### src/rtl/ysyx_23060072_fetch_pc.sv
// ============================================================================
// ysyx_23060072_fetch_pc
//
// PC generation plus the IF/ID pipeline register for the rv32e pipeline.
// Each cycle the current PC is presented to the instruction ROM. The ROM
// word returned in the same cycle is captured into IF/ID on the next edge,
// together with its PC.
//
// Per-edge priority: rst > redirect > stall > advance.
//   - Redirect from EX (taken branch / jal / jalr): PC jumps to the word-aligned
//     target and IF/ID is flushed to a NOP bubble. A redirect wins over a
//     simultaneous stall, so a wrong-path slot is never held.
//   - Stall from the hazard unit: PC and IF/ID hold.
//   - Advance: IF/ID <= {pc, rom word}, PC <= PC + 4 (32-bit wrap).
//
// Optional build macro: FETCH_PERF_CNT_EN
//   When defined, three saturating performance counters (fetch/stall/flush)
//   and their output ports are added. When undefined they do not exist.
//
// Parameters:
//   RESET_PC  PC loaded on reset
//   NOP_INST  bubble word written to IF/ID on reset/flush (addi x0,x0,0)
//   CNT_W     perf counter width (only meaningful with FETCH_PERF_CNT_EN)
//
// Ports:
//   clk               in   1      clock, rising edge
//   rst               in   1      synchronous reset, active-high
//   stall_i           in   1      hazard unit: hold PC and IF/ID
//   redirect_valid_i  in   1      EX stage redirect request
//   redirect_pc_i     in   32     redirect target
//   instr_addr_o      out  32     fetch address to ROM (current PC)
//   inst_rdata_i      in   32     ROM word for instr_addr_o, same cycle
//   id_valid_o        out  1      IF/ID holds a real instruction
//   id_pc_o           out  32     PC of the instruction in IF/ID
//   id_inst_o         out  32     instruction in IF/ID
//   fetch_cnt_o       out  CNT_W  [FETCH_PERF_CNT_EN] accepted instructions
//   stall_cnt_o       out  CNT_W  [FETCH_PERF_CNT_EN] stall cycles
//   flush_cnt_o       out  CNT_W  [FETCH_PERF_CNT_EN] redirect cycles
// ============================================================================
module ysyx_23060072_fetch_pc #(
    parameter logic [31:0] RESET_PC = 32'h8000_0000,
    parameter logic [31:0] NOP_INST = 32'h0000_0013,
    parameter int          CNT_W    = 32
) (
    input  logic              clk,
    input  logic              rst,
    input  logic              stall_i,
    input  logic              redirect_valid_i,
    input  logic [31:0]       redirect_pc_i,
    output logic [31:0]       instr_addr_o,
    input  logic [31:0]       inst_rdata_i,
    output logic              id_valid_o,
    output logic [31:0]       id_pc_o,
    output logic [31:0]       id_inst_o
`ifdef FETCH_PERF_CNT_EN
    ,
    output logic [CNT_W-1:0]  fetch_cnt_o,
    output logic [CNT_W-1:0]  stall_cnt_o,
    output logic [CNT_W-1:0]  flush_cnt_o
`endif
);

    typedef enum logic {
        S_BOOT = 1'b0,
        S_RUN  = 1'b1
    } state_t;

    state_t      r_state;
    logic [31:0] r_pc;
    logic        r_id_valid;
    logic [31:0] r_id_pc;
    logic [31:0] r_id_inst;

    logic [31:0] w_pc_plus4;
    logic [31:0] w_redirect_pc;
    logic        w_advance;
    logic        w_stall_hold;

    // Modular add: 32'hFFFF_FFFC + 4 wraps to 0.
    assign w_pc_plus4    = r_pc + 32'd4;
    // Targets are forced word-aligned; the low two bits are dropped.
    assign w_redirect_pc = redirect_pc_i & ~32'h3;

    assign w_advance    = !redirect_valid_i && !stall_i;
    assign w_stall_hold = !redirect_valid_i &&  stall_i;

    // ------------------------------------------------------------------------
    // PC / IF-ID state machine. BOOT only separates the release cycle from
    // normal running; it honours redirect and stall exactly like RUN, and the
    // earliest valid IF/ID entry appears one edge after reset release.
    // ------------------------------------------------------------------------
    always_ff @(posedge clk) begin
        if (rst) begin
            r_state    <= S_BOOT;
            r_pc       <= RESET_PC;
            r_id_valid <= 1'b0;
            r_id_pc    <= 32'h0;
            r_id_inst  <= NOP_INST;
        end else begin
            case (r_state)
                S_BOOT, S_RUN: begin
                    if (redirect_valid_i) begin
                        r_pc       <= w_redirect_pc;
                        r_id_valid <= 1'b0;
                        r_id_pc    <= 32'h0;
                        r_id_inst  <= NOP_INST;
                    end else if (!stall_i) begin
                        r_pc       <= w_pc_plus4;
                        r_id_valid <= 1'b1;
                        r_id_pc    <= r_pc;
                        r_id_inst  <= inst_rdata_i;
                    end
                    r_state <= S_RUN;
                end
                default: r_state <= S_RUN;
            endcase
        end
    end

    assign instr_addr_o = r_pc;
    assign id_valid_o   = r_id_valid;
    assign id_pc_o      = r_id_pc;
    assign id_inst_o    = r_id_inst;

`ifdef FETCH_PERF_CNT_EN
    // ------------------------------------------------------------------------
    // Saturating performance counters, indexed 0=fetch, 1=stall, 2=flush.
    // ------------------------------------------------------------------------
    logic [CNT_W-1:0] r_cnt [3];
    logic [2:0]       w_cnt_inc;

    assign w_cnt_inc[0] = w_advance;
    assign w_cnt_inc[1] = w_stall_hold;
    assign w_cnt_inc[2] = redirect_valid_i;

    genvar gi;
    generate
        for (gi = 0; gi < 3; gi++) begin : g_cnt
            always_ff @(posedge clk) begin
                if (rst) begin
                    r_cnt[gi] <= '0;
                end else if (w_cnt_inc[gi] && (r_cnt[gi] != {CNT_W{1'b1}})) begin
                    r_cnt[gi] <= r_cnt[gi] + {{(CNT_W-1){1'b0}}, 1'b1};
                end
            end
        end
    endgenerate

    assign fetch_cnt_o = r_cnt[0];
    assign stall_cnt_o = r_cnt[1];
    assign flush_cnt_o = r_cnt[2];
`else
    // Counter events are only consumed when the counters are built.
    logic w_unused_cnt;
    assign w_unused_cnt = w_advance ^ w_stall_hold;

    // A counter width below 1 is meaningless even when counters are absent.
    generate
        if (CNT_W < 1) begin : g_cnt_w_invalid
            logic w_cnt_w_invalid;
            assign w_cnt_w_invalid = 1'b1;
        end
    endgenerate
`endif

endmodule

### config.mk
export PLATFORM = sky130hd
export DESIGN_NAME = ysyx_23060072_fetch_pc
export DESIGN_NICKNAME = d
export VERILOG_FILES = /design/src/rtl/ysyx_23060072_fetch_pc.sv
export SDC_FILE = /design/constraint.sdc
export NUM_CORES = 1
export LEC_CHECK = 0
export BUFFER_PORTS_ARGS = -buffer_cell sky130_fd_sc_hd__buf_2
export CAP_MARGIN = 15
export CORE_MARGIN = 8
export CORE_UTILIZATION = 48
export CTS_CLUSTER_SIZE = 30
export DETAILED_ROUTE_END_ITERATION = 10
export HOLD_SLACK_MARGIN = 0.15
export PLACE_DENSITY = 0.77
export SLEW_MARGIN = 20
export SYNTH_ARGS = -nofsm -noshare
export SYNTH_HDL_FRONTEND = slang
export SYNTH_SLANG_ARGS = --single-unit
### constraint.sdc
create_clock -name clk -period 2.3 [get_ports clk]
set_input_delay 0.115 -clock clk [delete_from_list [all_inputs] [get_ports clk]]
set_output_delay 0.115 -clock clk [all_outputs]
set_load 0.1 [all_outputs]
### Word-level counts from Yosys, hierarchy flattened

Index checks and enable logic that the tools add are counted.

| operators by class | value |
|---|---|
| add/subtract/negate cells | 1 |
| equality and inequality tests | 1 |
| multiplexer cells | 2 |
| reduce and logical (&&, ||, !) cells | 1 |

Operator list:

| cell | count |
|---|---|
| 32-bit two-way mux | 2 |
| 32-bit by 3-bit adder with 32-bit output, second input constant | 1 |
| 2-bit by 1-bit inequality test with 1-bit output, second input constant | 1 |
| 2-bit OR reduction | 1 |

| word-level totals | value |
|---|---|
| bits in registers | 97 |
| bits of input ports | 68 |
| output and inout bits | 97 |
| logic and storage cells | 10 |

### Logic depth before layout (Yosys ltp)

| depth | value |
|---|---|
| depth in word-level cells | 3 |
| gate-level depth with buffers | 6 |
| gate-level depth less buffers | 5 |

### Worst setup path after synthesis

No wires, ideal clock.

| path | value |
|---|---|
| path type | reg-to-reg |
| start | register r_pc[4] (netlist: instr_addr_o[4]) |
| end | register r_pc[27] (netlist: instr_addr_o[27]) |
| library setup time | 0.091 ns |
| data arrival time | 2.663 ns |
| required time | 2.209 ns |
| slack | -0.454 ns |
| stages on the path, launching flop included | 7 |
| buffers on the path | 2 |
| clock period less this slack | 2.754 ns |
| path through | dfxtp_1 > buf_4 > nand4b_1 > or3_1 > buf_2 > or4_1 > a311oi_1 |

| between the ends | value |
|---|---|
| longest elaborated chain between the ends | 3 |

RTL lines:

| item | RTL line | RTL |
|---|---|---|
| from (decl) | 69 | `logic [31:0] r_pc;` |
| from (signal assigned) | 103 | `r_pc <= w_redirect_pc;` |
| from (signal assigned) | 108 | `r_pc <= w_pc_plus4;` |
| 32-bit by 3-bit adder with 32-bit output | 80 | `assign w_pc_plus4 = r_pc + 32'd4;` |
| 32-bit two-way mux | 107 | `end else if (!stall_i) begin` |
| 32-bit two-way mux | 102 | `if (redirect_valid_i) begin` |

Every way passes these cells. The select of a mux whose other input is x is not followed.
A chain may end at the register's enable or synchronous reset.

### Worst setup path after layout

| path | value |
|---|---|
| start | register r_pc[3] (netlist: instr_addr_o[3]) |
| end | register r_pc[24] (netlist: instr_addr_o[24]) |

The elaborated chain is that of the path after synthesis.

==> impl_metrics.yaml <==
status:
  status: "completed"
grt:
  grt_pass1_wl_um: 20000
  grt-ovfl-total: 0
  grt_pass1_vias: 4092
  grt_max_degree: 66
  antenna_found_initial: 1
  track_usage: 0.214
clock_network:
  htreeDepth: 3
  insertion_delay_ns: 0.35
  cts_buffers: 9
  cts_root_buf: "clkbuf_8"
  cts_tree: "done"
  cts_sinks: 93
  cts.path.max_buffers: 2
  clk_pin_slew_ns: 0.09
logic_synthesis:
  ys_dominant_reg_cell: "dfxtp_1"
  avgSynthCellArea_um2: 9.34
  syn_inst: 430
  synth_cell_types: 43
  synth-edff-count: 0
  ys_ff_latch: 93
  synthArstFlopShare: 0
  seq_area_frac_synth: 0.464
  yosys_warnings: 0
  syn-cell-area_um2: 4020
final_layout:
  n_fill_cell: 652
  multi_input_area_um2: 1980
  area_growth_pct: 43.6
  regArea_um2: 1900
  fin_area_um2: 5770
  drive_gt1_frac: 0.334
  nNetsFinal: 708
routing:
  wl_met3_um: 918
  drt-total-wl_um: 12600
  routed.top_layer: "met4"
  wl_met1_um: 4900
  avgRoutedWirePerCell_um: 16.8
  drt_iter0_drc: 149
  dr.pass1.iters: 4
  dr_wl_met2_um: 6350
  drc_errors: 0
  postRouteAntennaNets: 0
  vias: 4009
  avgViaCountPerCell: 5.35
sta:
  maxSlewHeadroom: 0.658
  fin_ws_ns: 0.238
  max_slew.worst_pin.slew_ns: 0.517
  setup_tns_ns: 0
  post-route-period-util: 0.897
  skew_ns: 0.0105
  hold_viol: 0
  min_period_ns: 2.06
  finalMaxSlewViolations: 0
  rsz0062_at_grt: "false"
  setup_viol: 0
  clock.fmax_mhz: 485
floorplan:
  die_y_um: 107
  core_um2: 8180
  initial_core_util: 0.491
  io_pins: 165
  die_w_um: 107
  rows: 33
  die_area_um2: 11600
worst_hold_path:
  worstHoldPathType: "in2reg"
power:
  vdd_drop_max_uv: 548
  power_density_nw_per_um2: 670
  leakage_nw: 2.68
  p_total_mw: 3.86
setup_path:
  end_kind: "flip-flop"
  start_kind: "flip-flop"
  cp_max_fo: 10
  required_ns: 2.55
  crit_type: "reg2reg"
  arrival_ns: 2.31
place:
  dpl_cell_area_um2: 4920
  io_buffers: 158
  hpwl_um: 8470
  place.gp.congestion: 0.811
  place_ws_ns: 0.173
run:
  drv_cap: 0
## sequential cells by signal (all words and copies together) (netlist names)
register      flops
id_inst_o        32
id_pc_o          30
id_valid_o        1
instr_addr_o     30
## Yosys cell counts (2+ instances only)
master / number / share of area
o32ai_1: 2 / 0.0044
a211oi_1: 10 / 0.019
o31ai_1: 7 / 0.013
xnor2_1: 6 / 0.013
buf_1: 12 / 0.011
nand3b_1: 2 / 0.0037
xor2_1: 7 / 0.015
clkbuf_1: 15 / 0.014
and4_1: 4 / 0.0087
inv_1: 7 / 0.0065
o31a_1: 2 / 0.0044
a2111oi_0: 2 / 0.0044
nand3_1: 8 / 0.010
nor2_1: 85 / 0.079
dfxtp_1: 93 / 0.46
nor4_1: 4 / 0.0062
o21ai_0: 3 / 0.0037
or2_2: 2 / 0.0031
or4_1: 9 / 0.017
buf_4: 5 / 0.0093
and3b_1: 2 / 0.0044
and2_1: 2 / 0.0031
buf_2: 4 / 0.0050
nand4_1: 11 / 0.017
nand4b_1: 2 / 0.0044
nor3_1: 3 / 0.0037
mux2i_1: 63 / 0.16
a21oi_1: 8 / 0.010
nand2_1: 13 / 0.012
and3_1: 9 / 0.014
or3_1: 6 / 0.0093
a311oi_1: 11 / 0.024
## layout make-up
type | instances | area share
inverter | 8 | 0.00520
sequential | 93 | 0.330
clock buffer | 10 | 0.0239
antenna | 1 | 0.000434
multi-input combinational | 296 | 0.344
tap | 105 | 0.0228
clock inverter | 6 | 0.0124
timing repair buffer | 231 | 0.262
## cells in the final DEF, fill, tap and decap left out, types with 3 or more instances in the layout
cell,netlist,routed
xor2_1,7,7
or4_1,9,9
nand2_1,13,13
a21oi_1,8,8
buf_4,5,10
nand4_1,11,11
o31ai_1,7,7
o21ai_0,3,3
nor2_1,85,85
dfxtp_2,0,21
buf_2,4,157
or3_1,6,6
nor3_1,3,3
mux2i_1,63,63
nor4_1,4,4
a311oi_1,11,11
dlygate4sd3_1,0,63
clkbuf_8,0,10
conb_1,1,4
inv_1,7,7
xnor2_1,6,6
dfxtp_4,0,4
dfxtp_1,93,68
nand3_1,8,7
a211oi_1,10,10
and3_1,9,9
and4_1,4,4
## routing by layer
metal / up-vias / GRT usage
li1: 1946 / -
met1: 1879 / 0.238
met2: 152 / 0.371
met3: 32 / 0.0527
met4: 0 / 0.108
met5: - / 0
## kinds of logic after synthesis
logic type	synth area share
xor gates and xnor gates	0.0283
adders and majority gates	0.00311
DFF	0.464
and+or+nand+nor	0.210
muxes	0.157
other	0.000934
buffers and inverters	0.0470
AOI/OAI and AO/OA	0.0897
## critical path, cell delays in order, from the launching register on
cell      delay [ns]
dfxtp_2         0.41
ha_1            0.24
and3_1          0.28
nand3_2         0.22
or4_1           0.55
a311oi_1        0.27
## worst paths after layout
kind                 endpoint             from  cells after the start  slack (ns)
max          instr_addr_o[24]  instr_addr_o[3]                      5        0.24
max reg2reg  instr_addr_o[24]  instr_addr_o[3]                      5        0.24
min reg2reg        id_valid_o       id_valid_o                      2        0.45
min               id_pc_o[11]          stall_i                      3        0.20
## power by group
group          switching, mW  leakage, nW  internal (mW)  total, mW
registers             0.0854        0.770           1.68       1.77
clock network          0.587       0.0991          0.540       1.13
logic                  0.711         1.81          0.259      0.970
total                   1.38         2.68           2.48       3.86
## repair_timing
action	CTS	global route
resized for setup	0	1
setup endpoints to repair	0	4
buffers inserted	0	0
endpoints found under the hold margin	62	0
hold buffers	63	0
## metrics by stage
stage | cells | hold slack, ns | util
final | 750 | 0.201 | 0.706
after global placement | 670 | 0.330 | 0.602
after global routing | 750 | 0.210 | 0.706
after CTS | 749 | 0.191 | 0.705
after floorplan | 433 | 0.240 | -
after detailed placement | 670 | 0.338 | 0.602
Note: power is estimated with default switching activity, not from simulation.
